`src/rtl/jpeg_pkg.sv`:
```
// ============================================================================
// Module      : jpeg_pkg
// Description : Shared constants, zigzag LUT and symbol type for zigzag_rle.
// Revision    : 1.0 - initial release
// ============================================================================
`default_nettype none

package jpeg_pkg;

    localparam int COEF_W     = 10;
    localparam int AMP_W      = COEF_W + 1;
    localparam int BLOCK_SIZE = 64;
    localparam logic [3:0] ZRL_RUN = 4'd15;

    // zigzag index -> raster address within an 8x8 block
    localparam logic [5:0] ZIGZAG_LUT [0:63] = '{
        6'd0,  6'd1,  6'd8,  6'd16, 6'd9,  6'd2,  6'd3,  6'd10,
        6'd17, 6'd24, 6'd32, 6'd25, 6'd18, 6'd11, 6'd4,  6'd5,
        6'd12, 6'd19, 6'd26, 6'd33, 6'd40, 6'd48, 6'd41, 6'd34,
        6'd27, 6'd20, 6'd13, 6'd6,  6'd7,  6'd14, 6'd21, 6'd28,
        6'd35, 6'd42, 6'd49, 6'd56, 6'd57, 6'd50, 6'd43, 6'd36,
        6'd29, 6'd22, 6'd15, 6'd23, 6'd30, 6'd37, 6'd44, 6'd51,
        6'd58, 6'd59, 6'd52, 6'd45, 6'd38, 6'd31, 6'd39, 6'd46,
        6'd53, 6'd60, 6'd61, 6'd54, 6'd47, 6'd55, 6'd62, 6'd63
    };

    typedef struct packed {
        logic                    dc;
        logic [3:0]              run;
        logic [3:0]              size;
        logic signed [AMP_W-1:0] amp;
        logic                    last;
    } symbol_t;

    function automatic symbol_t make_sym(input logic dc, input logic [3:0] run,
                                         input logic [3:0] size,
                                         input logic signed [AMP_W-1:0] amp,
                                         input logic last);
        symbol_t s;
        s.dc   = dc;
        s.run  = run;
        s.size = size;
        s.amp  = amp;
        s.last = last;
        return s;
    endfunction

endpackage

`default_nettype wire

```
`src/rtl/coef_size_cat.sv`:
```
// ============================================================================
// Module      : coef_size_cat
// Description : Combinational JPEG magnitude category (bits needed for |value|).
// Revision    : 1.0 - initial release
// ============================================================================
`default_nettype none

module coef_size_cat #(
    parameter int WIDTH = 11
) (
    input  logic signed [WIDTH-1:0] value,
    output logic [3:0]              size
);

    logic [WIDTH-1:0] w_mag;

    // the most negative value still yields the correct unsigned magnitude
    always_comb begin
        w_mag = value[WIDTH-1] ? (~value + 1'b1) : value;
        size  = 4'd0;
        for (int i = 0; i < WIDTH; i++) begin
            if (w_mag[i]) size = 4'(i + 1);
        end
    end

endmodule

`default_nettype wire

```
`src/rtl/zigzag_rle.sv`:
```
// ============================================================================
// Module      : zigzag_rle
// Description : Ping-pong 8x8 block buffer, zigzag scan and JPEG run-length
//               symbol generator. Define ZIGZAG_DC_DPCM_EN for DC prediction.
// Revision    : 1.0 - initial release
// ============================================================================
`default_nettype none

module zigzag_rle
    import jpeg_pkg::*;
#(
    parameter int DATA_WIDTH = COEF_W
) (
    input  logic                  clk,
    input  logic                  rst,
    input  logic [DATA_WIDTH-1:0] in_data,
    input  logic                  in_valid,
    input  logic                  frame_start,
    output logic                  out_valid,
    input  logic                  out_ready,
    output logic                  out_dc,
    output logic [3:0]            out_run,
    output logic [3:0]            out_size,
    output logic [DATA_WIDTH:0]   out_amp,
    output logic                  out_last,
    output logic                  overflow
);

    localparam int AW = DATA_WIDTH + 1;

    typedef enum logic [2:0] {
        S_IDLE = 3'd0,
        S_DC   = 3'd1,
        S_SCAN = 3'd2,
        S_ZRL  = 3'd3,
        S_EOB  = 3'd4
    } state_t;

    logic signed [DATA_WIDTH-1:0] mem [0:2*BLOCK_SIZE-1];
    logic signed [DATA_WIDTH-1:0] r_rdata;

    logic       r_wbank, r_rbank, r_overflow;
    logic [5:0] r_wcount;
    logic [1:0] r_full, w_full_next;

    state_t  r_state;
    symbol_t r_sym;
    logic    r_valid, r_dc_load;
    logic [5:0] r_k, r_run, w_ridx;

    logic w_accept, w_release, w_wr_ok, w_wr, w_free, w_ren;
    logic w_cur_zero, w_k_last, w_run_big;
    logic signed [AW-1:0] w_ac_amp, w_dc_amp, w_cat_in;
    logic [3:0] w_size;

    assign w_accept  = r_valid & out_ready;
    assign w_release = w_accept & r_sym.last;
    assign w_wr_ok   = !r_full[r_wbank] || (w_release && (r_rbank == r_wbank));
    assign w_wr      = in_valid & w_wr_ok;
    assign w_free    = !r_valid || out_ready;

    assign w_cur_zero = (r_rdata == '0);
    assign w_k_last   = (r_k == 6'd63);
    assign w_run_big  = (r_run >= 6'd16);
    assign w_ac_amp   = AW'(r_rdata);

    // ---------------- write side ----------------
    always_comb begin
        w_full_next = r_full;
        if (w_release) w_full_next[r_rbank] = 1'b0;
        if (w_wr && (r_wcount == 6'd63)) w_full_next[r_wbank] = 1'b1;
    end

    always_ff @(posedge clk) begin
        if (w_wr) mem[{r_wbank, r_wcount}] <= in_data;
    end

    always_ff @(posedge clk or posedge rst) begin
        if (rst) begin
            r_wbank    <= 1'b0;
            r_wcount   <= 6'd0;
            r_full     <= 2'b00;
            r_overflow <= 1'b0;
        end else begin
            r_full <= w_full_next;
            if (w_wr) begin
                r_wcount <= r_wcount + 6'd1;
                if (r_wcount == 6'd63) r_wbank <= ~r_wbank;
            end else if (in_valid) begin
                r_overflow <= 1'b1;
            end
        end
    end

    // ---------------- DC amplitude ----------------
`ifdef ZIGZAG_DC_DPCM_EN
    logic signed [DATA_WIDTH-1:0] r_pred, r_dc_val;

    assign w_dc_amp = AW'(r_rdata) - AW'(r_pred);

    always_ff @(posedge clk or posedge rst) begin
        if (rst) begin
            r_pred   <= '0;
            r_dc_val <= '0;
        end else begin
            if (r_state == S_DC && r_dc_load) r_dc_val <= r_rdata;
            // frame_start takes priority over a DC acceptance in the same cycle
            if (frame_start)
                r_pred <= '0;
            else if (r_state == S_DC && !r_dc_load && w_accept)
                r_pred <= r_dc_val;
        end
    end
`else
    logic w_unused_frame_start;

    assign w_dc_amp             = AW'(r_rdata);
    assign w_unused_frame_start = frame_start;
`endif

    assign w_cat_in = (r_state == S_DC) ? w_dc_amp : w_ac_amp;

    coef_size_cat #(
        .WIDTH (AW)
    ) u_size_cat (
        .value (w_cat_in),
        .size  (w_size)
    );

    // ---------------- read side ----------------
    // Read requests mirror the FSM decisions below; r_rdata holds index r_k.
    always_comb begin
        w_ren  = 1'b0;
        w_ridx = 6'd0;
        case (r_state)
            S_IDLE: if (r_full[r_rbank]) w_ren = 1'b1;
            S_DC: if (r_dc_load) begin
                w_ren  = 1'b1;
                w_ridx = 6'd1;
            end
            S_SCAN: if (w_free && !w_release && !w_k_last && (w_cur_zero || !w_run_big)) begin
                w_ren  = 1'b1;
                w_ridx = r_k + 6'd1;
            end
            S_ZRL: if (w_accept && !w_run_big && !w_k_last) begin
                w_ren  = 1'b1;
                w_ridx = r_k + 6'd1;
            end
            default: ;
        endcase
    end

    always_ff @(posedge clk) begin
        if (w_ren) r_rdata <= mem[{r_rbank, ZIGZAG_LUT[w_ridx]}];
    end

    always_ff @(posedge clk or posedge rst) begin
        if (rst) begin
            r_state   <= S_IDLE;
            r_valid   <= 1'b0;
            r_sym     <= '0;
            r_dc_load <= 1'b0;
            r_k       <= 6'd0;
            r_run     <= 6'd0;
            r_rbank   <= 1'b0;
        end else begin
            if (w_release) r_rbank <= ~r_rbank;
            case (r_state)
                S_IDLE: begin
                    if (r_full[r_rbank]) begin
                        r_state   <= S_DC;
                        r_dc_load <= 1'b1;
                    end
                end
                S_DC: begin
                    if (r_dc_load) begin
                        r_dc_load <= 1'b0;
                        r_valid   <= 1'b1;
                        r_sym     <= make_sym(1'b1, 4'd0, w_size, AMP_W'(w_dc_amp), 1'b0);
                        r_k       <= 6'd1;
                    end else if (w_accept) begin
                        r_valid <= 1'b0;
                        r_run   <= 6'd0;
                        r_state <= S_SCAN;
                    end
                end
                S_SCAN: begin
                    if (w_release) begin
                        r_valid <= 1'b0;
                        r_state <= S_IDLE;
                    end else if (w_free) begin
                        if (w_cur_zero) begin
                            if (w_k_last) begin
                                r_valid <= 1'b1;
                                r_sym   <= make_sym(1'b0, 4'd0, 4'd0, '0, 1'b1);
                                r_state <= S_EOB;
                            end else begin
                                r_valid <= 1'b0;
                                r_run   <= r_run + 6'd1;
                                r_k     <= r_k + 6'd1;
                            end
                        end else if (w_run_big) begin
                            r_valid <= 1'b1;
                            r_sym   <= make_sym(1'b0, ZRL_RUN, 4'd0, '0, 1'b0);
                            r_run   <= r_run - 6'd16;
                            r_state <= S_ZRL;
                        end else begin
                            r_valid <= 1'b1;
                            r_sym   <= make_sym(1'b0, r_run[3:0], w_size, AMP_W'(w_ac_amp), w_k_last);
                            r_run   <= 6'd0;
                            if (!w_k_last) r_k <= r_k + 6'd1;
                        end
                    end
                end
                S_ZRL: begin
                    if (w_accept) begin
                        if (w_run_big) begin
                            r_sym <= make_sym(1'b0, ZRL_RUN, 4'd0, '0, 1'b0);
                            r_run <= r_run - 6'd16;
                        end else begin
                            r_sym   <= make_sym(1'b0, r_run[3:0], w_size, AMP_W'(w_ac_amp), w_k_last);
                            r_run   <= 6'd0;
                            r_state <= S_SCAN;
                            if (!w_k_last) r_k <= r_k + 6'd1;
                        end
                    end
                end
                S_EOB: begin
                    if (w_accept) begin
                        r_valid <= 1'b0;
                        r_state <= S_IDLE;
                    end
                end
                default: r_state <= S_IDLE;
            endcase
        end
    end

    assign out_valid = r_valid;
    assign out_dc    = r_sym.dc;
    assign out_run   = r_sym.run;
    assign out_size  = r_sym.size;
    assign out_amp   = (DATA_WIDTH+1)'(r_sym.amp);
    assign out_last  = r_sym.last;
    assign overflow  = r_overflow;

endmodule

`default_nettype wire

```
`config.mk`:
```
export PLATFORM = sky130hd
export DESIGN_NAME = zigzag_rle
export DESIGN_NICKNAME = d
export VERILOG_FILES = /design/src/rtl/jpeg_pkg.sv /design/src/rtl/coef_size_cat.sv /design/src/rtl/zigzag_rle.sv
export SDC_FILE = /design/constraint.sdc
export NUM_CORES = 2
export LEC_CHECK = 0
export BUFFER_PORTS_ARGS = -buffer_cell sky130_fd_sc_hd__buf_4
export CAP_MARGIN = 40
export CORE_ASPECT_RATIO = 1.2
export CORE_UTILIZATION = 60
export CTS_BUF_LIST = sky130_fd_sc_hd__clkbuf_16
export DETAILED_ROUTE_END_ITERATION = 12
export GPL_ROUTABILITY_DRIVEN = 0
export PLACE_DENSITY = 0.76
export SYNTH_ARGS = -nofsm -noshare
export SYNTH_HDL_FRONTEND = slang
export SYNTH_SLANG_ARGS = --single-unit
```
`constraint.sdc`:
```
create_clock -name clk -period 10.9 [get_ports clk]
set_input_delay 1.09 -clock clk [delete_from_list [all_inputs] [get_ports clk]]
set_output_delay 1.09 -clock clk [all_outputs]
set_load 0.02 [all_outputs]
```
Word-level counts from Yosys, hierarchy flattened
Memories as Yosys holds them, arrays and structs flattened. A register that Yosys moved wholly into a read port is not among the register bits.
Index checks and enable logic that the tools add are counted.
{"block": "totals", "reg_bits": 49, "latch_bits": 0, "mem_bits_rw": 1280, "romBits": 384, "in_bits": 15, "out_inout_bits": 23, "elab_cells": 171, "memories": 2}
{"block": "classes", "add_sub_neg": 5, "mul": 0, "n_div": 0, "magnitude_cmp": 6, "eq_ne": 21, "n_shift": 0, "mux": 81, "bitwise": 11, "reduce_logical": 30}
{"name": "mem", "depth": 128, "width": 10, "read_ports": 1, "rd_clocked_by_memory_dff": 1, "write_ports": 1, "line": "zigzag_rle.sv:39", "text": "logic signed [DATA_WIDTH-1:0] mem [0:2*BLOCK_SIZE-1];"}
{"name": "(no name shown)", "depth": 64, "width": 6, "read_ports": 1, "rd_clocked_by_memory_dff": 0, "write_ports": 0, "line": "zigzag_rle.sv:154", "text": "if (w_ren) r_rdata <= mem[{r_rbank, ZIGZAG_LUT[w_ridx]}];"}
{"operator": "$mux 21", "count": 6}
{"operator": "$mux 6", "count": 19}
{"operator": "$pmux 21 s3", "count": 1}
{"operator": "$pmux 6 s3", "count": 3}
{"operator": "$mux 3", "count": 15}
{"operator": "$mux 1", "count": 21}
{"operator": "$mux 20", "count": 1}
{"operator": "$add 6x1->6 const B", "count": 3}
{"operator": "$ne 2x2->1 const B", "count": 9}
{"operator": "$mux 4", "count": 4}
{"operator": "$pmux 3 s5", "count": 1}
{"operator": "$eq 6x6->1 const B", "count": 2}
{"operator": "$add 11x1->11 const B", "count": 1}
{"operator": "$mux 11", "count": 1}
{"operator": "$not 11->11", "count": 1}
{"operator": "$logic_not 10->1", "count": 1}
{"operator": "$logic_and 1x1->1", "count": 9}
{"operator": "$ne 3x3->1 const B", "count": 3}
{"operator": "$reduce_and 9->1", "count": 1}
{"operator": "$mux 2", "count": 4}
{"operator": "$ne 4x4->1 const B", "count": 2}
{"operator": "$reduce_and 2->1", "count": 4}
{"operator": "$ge 7x7->1 const B", "count": 1}
{"operator": "$not 6->7", "count": 1}
{"operator": "25 further kinds", "count": 40}

Logic depth before layout (Yosys ltp)
{"block": "depth", "word_depth": 19, "mapped_depth": 26, "ltp_nobuf": 20}

By module
From an unflattened synthesis, not the netlist that was laid out.
{"block": "unflattened", "hier_cells": 3882, "area_unflattened_um2": 56340.3}
{"module": "zigzag_rle", "n_inst": 1, "cells_per_inst": 3805, "area_per_inst_um2": 55832.3, "seq_area_each_um2": 39938.3}
{"module": "coef_size_cat", "n_inst": 1, "cells_per_inst": 77, "area_per_inst_um2": 508.0, "seq_area_each_um2": 0.0}

Worst setup path after synthesis
No wires, ideal clock.
{"block": "synth_path", "path_type": "in2reg", "start": "input port out_ready", "end": "register r_rdata[6], read port of mem (data pin)", "setup_time_ns": 0.170, "t_arrival_ns": 5.525, "required_ns": 10.730, "slack_ns": 5.205, "path_stages": 22, "n_path_buf": 5, "path_cell_list": "nand2_1 -> a32oi_1 -> clkbuf_1 -> nand2_1 -> nor3_1 -> nand2_1 -> ha_1 -> buf_1 -> nand2b_1 -> a21oi_1 -> a211o_1 -> a22oi_1 -> o211ai_1 -> and3_1 -> buf_2 -> clkbuf_1 -> buf_1 -> mux2i_1 -> nor3_1 -> o41ai_1 -> nand4_1 -> nor4_2"}
{"block": "synth_between", "elab_chain_cells": 12, "word_cells_on_any_way": 19, "cone_classes": "mux (8); bitwise (3); reduce/logical (7); memory (1)"}
{"item": "start: declaration", "line": "zigzag_rle.sv:20", "text": "input logic out_ready,"}
{"item": "$and 1x1->1", "line": "zigzag_rle.sv:56", "text": "assign w_accept = r_valid & out_ready;"}
{"item": "$and 1x1->1", "line": "zigzag_rle.sv:57", "text": "assign w_release = w_accept & r_sym.last;"}
{"item": "$logic_not 1->1", "line": "zigzag_rle.sv:141", "text": "S_SCAN: if (w_free && !w_release && !w_k_last && (w_cur_zero || !w_run_big)) begin"}
{"item": "$logic_and 1x1->1 (3 in a row)", "line": "zigzag_rle.sv:141"}
{"item": "$mux 6", "line": "zigzag_rle.sv:141"}
{"item": "$pmux 6 s3", "line": "zigzag_rle.sv:135", "text": "case (r_state)"}
{"item": "$not 6->7 (implied by the code)", "line": "zigzag_rle.sv:154"}
{"item": "$mem_v2 64x6"}
{"item": "$mux 6 (implied by the code) (2 in a row)", "line": "zigzag_rle.sv:154"}
{"item": "end: declaration", "line": "zigzag_rle.sv:40", "text": "logic signed [DATA_WIDTH-1:0] r_rdata;"}
Several ways; a longest one is shown, not always the timed one. The select of a mux whose other input is x is not followed.
A chain may end at the register's enable or synchronous reset.

Worst setup path in the final report
{"block": "layout_path", "start": "register r_rdata[1], read port of mem", "end": "register r_rdata[9], read port of mem (data pin)"}
{"block": "layout_between", "elab_chain_cells": 9, "word_cells_on_any_way": 11, "cone_classes": "mux (6); bitwise (1); reduce/logical (3); memory (1)"}
{"item": "$logic_not 10->1 *", "line": "zigzag_rle.sv:62", "text": "assign w_cur_zero = (r_rdata == '0);"}
{"item": "$logic_or 1x1->1 *", "line": "zigzag_rle.sv:141"}
{"item": "$logic_and 1x1->1 *", "line": "zigzag_rle.sv:141"}
{"item": "$mux 6", "line": "zigzag_rle.sv:141"}
{"item": "$pmux 6 s3", "line": "zigzag_rle.sv:135"}
{"item": "$not 6->7 (implied by the code)", "line": "zigzag_rle.sv:154"}
{"item": "$mem_v2 64x6"}
{"item": "$mux 6 (implied by the code) (2 in a row)", "line": "zigzag_rle.sv:154"}
Mark *: on every way between the ends. The rest lies on a longest branch, timed or not. The select of a mux whose other input is x is not followed.

==> results.md <==
* Syn Inst Count at 3958
* Routed WL per cell at 25.74 um
* Tot Pwr at 0.01696 W
* Asr flop ratio synth at 0.03587
* Power Density at 274.6 mW/mm2
* Hold Buf Count CTS at 0
* Routed Antenna Nets at 0
* Number of H-tree levels at 4
* Syn avg cell area at 14.05 um2
* Clk Latency, worst-skew pair at 0.75 ns
* Slack of the critical path at 2.271 ns
* CTS Root Cell: clkbuf_16
* TritonCTS clock tree: built
* Largest net degree at the start of global routing at 139
* Antenna cells at 0
* Syn Nets at 3988
* # rows at 121
* Fmax achieved at 115.9 MHz
* Fill count at 5974
* Leading area contributor after synthesis: edfxtp_1
* Cells on worst reg2reg path at 21
* Final hold violation count at 0
* Bufs on Longest Clock Path at 3
* HPWL Detailed at 86930 um
* DRC viols at 0
* Post-route setup TNS at 0 ns
* Global-route wire length before repair at 204300 um
* CTS clock-pin slew for the worst setup and hold paths at 0.06 ns
* Run status: completed
* Initial Util at 0.6092
* Register bit count reported by yosys at 1338
* Number of global-route vias before repair at 32881
* IO Count at 38
* Synthesis Warnings at 0
* Placeable Area at 0.09129 mm2
* Synth Cell Area at 0.05561 mm2
* Slew @ Worst Pin at 0.9970 ns
* Register area share after synthesis at 0.7182
* Die Area at 0.09391 mm2
* Crit path launch type: register
* Worst Setup End Kind: register
* I/O Buffers at 36
* Share of post-route cells with drive strength above 1 at 0.1114
* Total GRT Usage at 0.2967
* Share of the synthesized area in the top cell type at 0.6966
* Die height at 335.5 um
* RSZ-0062 raised after global routing: no
* # nets final at 4077
* Skew final at 0.03215 ns
* Initial antenna violation count at 2
* Final WL at 138400 um
* Gr ovfl total at 0
* Crit path max fanout at 49
* Post-synth EDFFs at 1290
* Tmin final at 8.629 ns
* Crit path required time at 11.37 ns
* Area Overhead vs Synth at 11.05%
* Main flop type after synthesis: edfxtp_1
* Die width at 279.9 um
* Top cells by area, synth: edfxtp_1, mux2i_1, nand2_1
* Unique masters post-synth at 78
* Postcts setup bufs at 0
* DR iter-0 viols at 4923
* CTS resizes at 0
* Setup Viol. Count Final at 0
* Crit path kind: reg -> reg
* Num Clock Sinks at 1338
* Slew Viols, Final at 0
* Drt first pass iters at 8
* Final period utilization at 0.7917
* Worst R2R Setup Slack at 2.27 ns
* Total of max-cap violations at 0
* Hold Crit Class: in -> async
* Peak VDD IR at 0.0002268 V
* WP data arrival at 9.10 ns
* Via density at 6.436
* Vias at 34611
* Pre-CTS WS at 2.165 ns
* Max-slew headroom at 0.3354
* Cts bufs inserted at 130
* Lkg Pwr at 22.32 nW
-- sequential cells by signal, indices dropped and copies added (netlist names) --
name	cells
r_rdata	10
out_amp	10
r_run	6
out_valid	1
r_dc_load	1
r_wbank	1
r_rbank	1
out_run	4
out_dc	1
r_state	3
r_wcount	6
overflow	1
mem	1280
out_last	1
r_full	2
r_k	6
out_size	4
-- cells in the final DEF (no fill, tap or decap), types with 24 or more instances in the layout --
master        n
nand3_1     263
o21ai_0     131
a211oi_1     45
nand4_1      40
o221ai_1     24
edfxtp_1   1290
dfrtp_1      48
clkinv_1     26
nand2_1     656
nor3_1       70
o22ai_1      64
o41ai_1      31
a31oi_1      28
clkbuf_16   134
buf_4       184
and3_1       24
inv_1        45
o21ai_1      34
nor2_1      195
a21oi_1     137
mux2i_1     345
-- power by group --
| part | total, W | internal (W) | leakage [nW] | switching [W] |
|---|---|---|---|---|
| Combinational | 0.00662 | 0.00216 | 7.98 | 0.00445 |
| Clock | 0.00435 | 0.00246 | 2.12 | 0.00189 |
| Sequential | 0.00599 | 0.00583 | 12.2 | 0.000162 |
-- routing by layer --
layer	track usage	vias to the layer above	part of all wire
li1	-	15217	-
met1	0.3962	16806	0.37
met2	0.4708	2180	0.47
met3	0.05337	406	0.10
met4	0.1504	2	0.055
met5	0	-	0.000094
-- critical path: stages (launching register included) --
cell and delay (ns):
edfxtp_1 0.44, inv_1 0.10, ha_1 0.25, or4b_1 0.61
o41ai_4 0.53, nand2_2 0.29, nor3_1 0.52, nand2_1 0.38
ha_1 0.55, xnor2_1 0.29, xnor2_1 0.15, nor2_1 0.06
a311oi_1 0.24, o2111ai_1 0.25, nand3_4 0.58, nand2_4 0.59
buf_4 0.47, o22ai_1 0.55, a211oi_1 0.17, o41ai_2 0.51
nand4_1 0.32, nor4_2 0.44
-- synth_stat cells (20+ instances only) --
cell type / instances
a211oi_1: 45
a21oi_1: 137
a31oi_1: 28
and2_1: 20
and3_1: 25
buf_2: 31
buf_6: 26
clkbuf_1: 146
dfrtp_1: 48
edfxtp_1: 1290
mux2i_1: 345
mux4_2: 20
nand2_1: 659
nand3_1: 264
nand4_1: 40
nor2_1: 195
nor3_1: 70
o21ai_0: 131
o21ai_1: 35
o221ai_1: 24
o22ai_1: 64
o41ai_1: 31
-- cells by family after synthesis --
| family | after synthesis | synth area share |
|---|---|---|
| buffers and inverters | 261 | 0.02484 |
| DFF | 1338 | 0.7182 |
| xor gates and xnor gates | 19 | 0.002992 |
| adders and majority gates | 15 | 0.003375 |
| muxes | 383 | 0.07384 |
| AOI/OAI and AO/OA | 591 | 0.06900 |
| and+or+nand+nor | 1351 | 0.1078 |
-- layout make-up --
class                           count  area, um2  share of cell area
Clock buffer                      134       3353             0.05430
Multi-Input combinational cell   2359      14400              0.2332
Tap cell                         1230       1539             0.02492
Timing Repair Buffer              200       1689             0.02735
Clock inverter                     99      767.0             0.01242
Inverter                           18      67.56            0.001094
Sequential cell                  1338      39940              0.6467
-- through the flow --
step	instance area, um2	cells	util	hold slack [ns]
after CTS	61730	5375	0.6762	0.3372
after global routing	61760	5378	0.6765	0.3703
final	61760	5378	0.6765	0.3666
after global placement	56730	5034	0.6214	0.4413
after floorplan	55610	3958	-	0.4592
after detailed placement	57610	5142	0.6311	0.4648
-- path summary, 6_finish.rpt --
check                            from    endpoint
max in group asynchronous         rst    r_run[3]
max                        r_rdata[1]  r_rdata[9]
min reg2reg                out_run[0]  out_run[0]
max reg2reg                r_rdata[1]  r_rdata[9]
min in group clk           out_run[0]  out_run[0]
min                               rst  out_amp[2]
(Power assumes the default switching activity.)
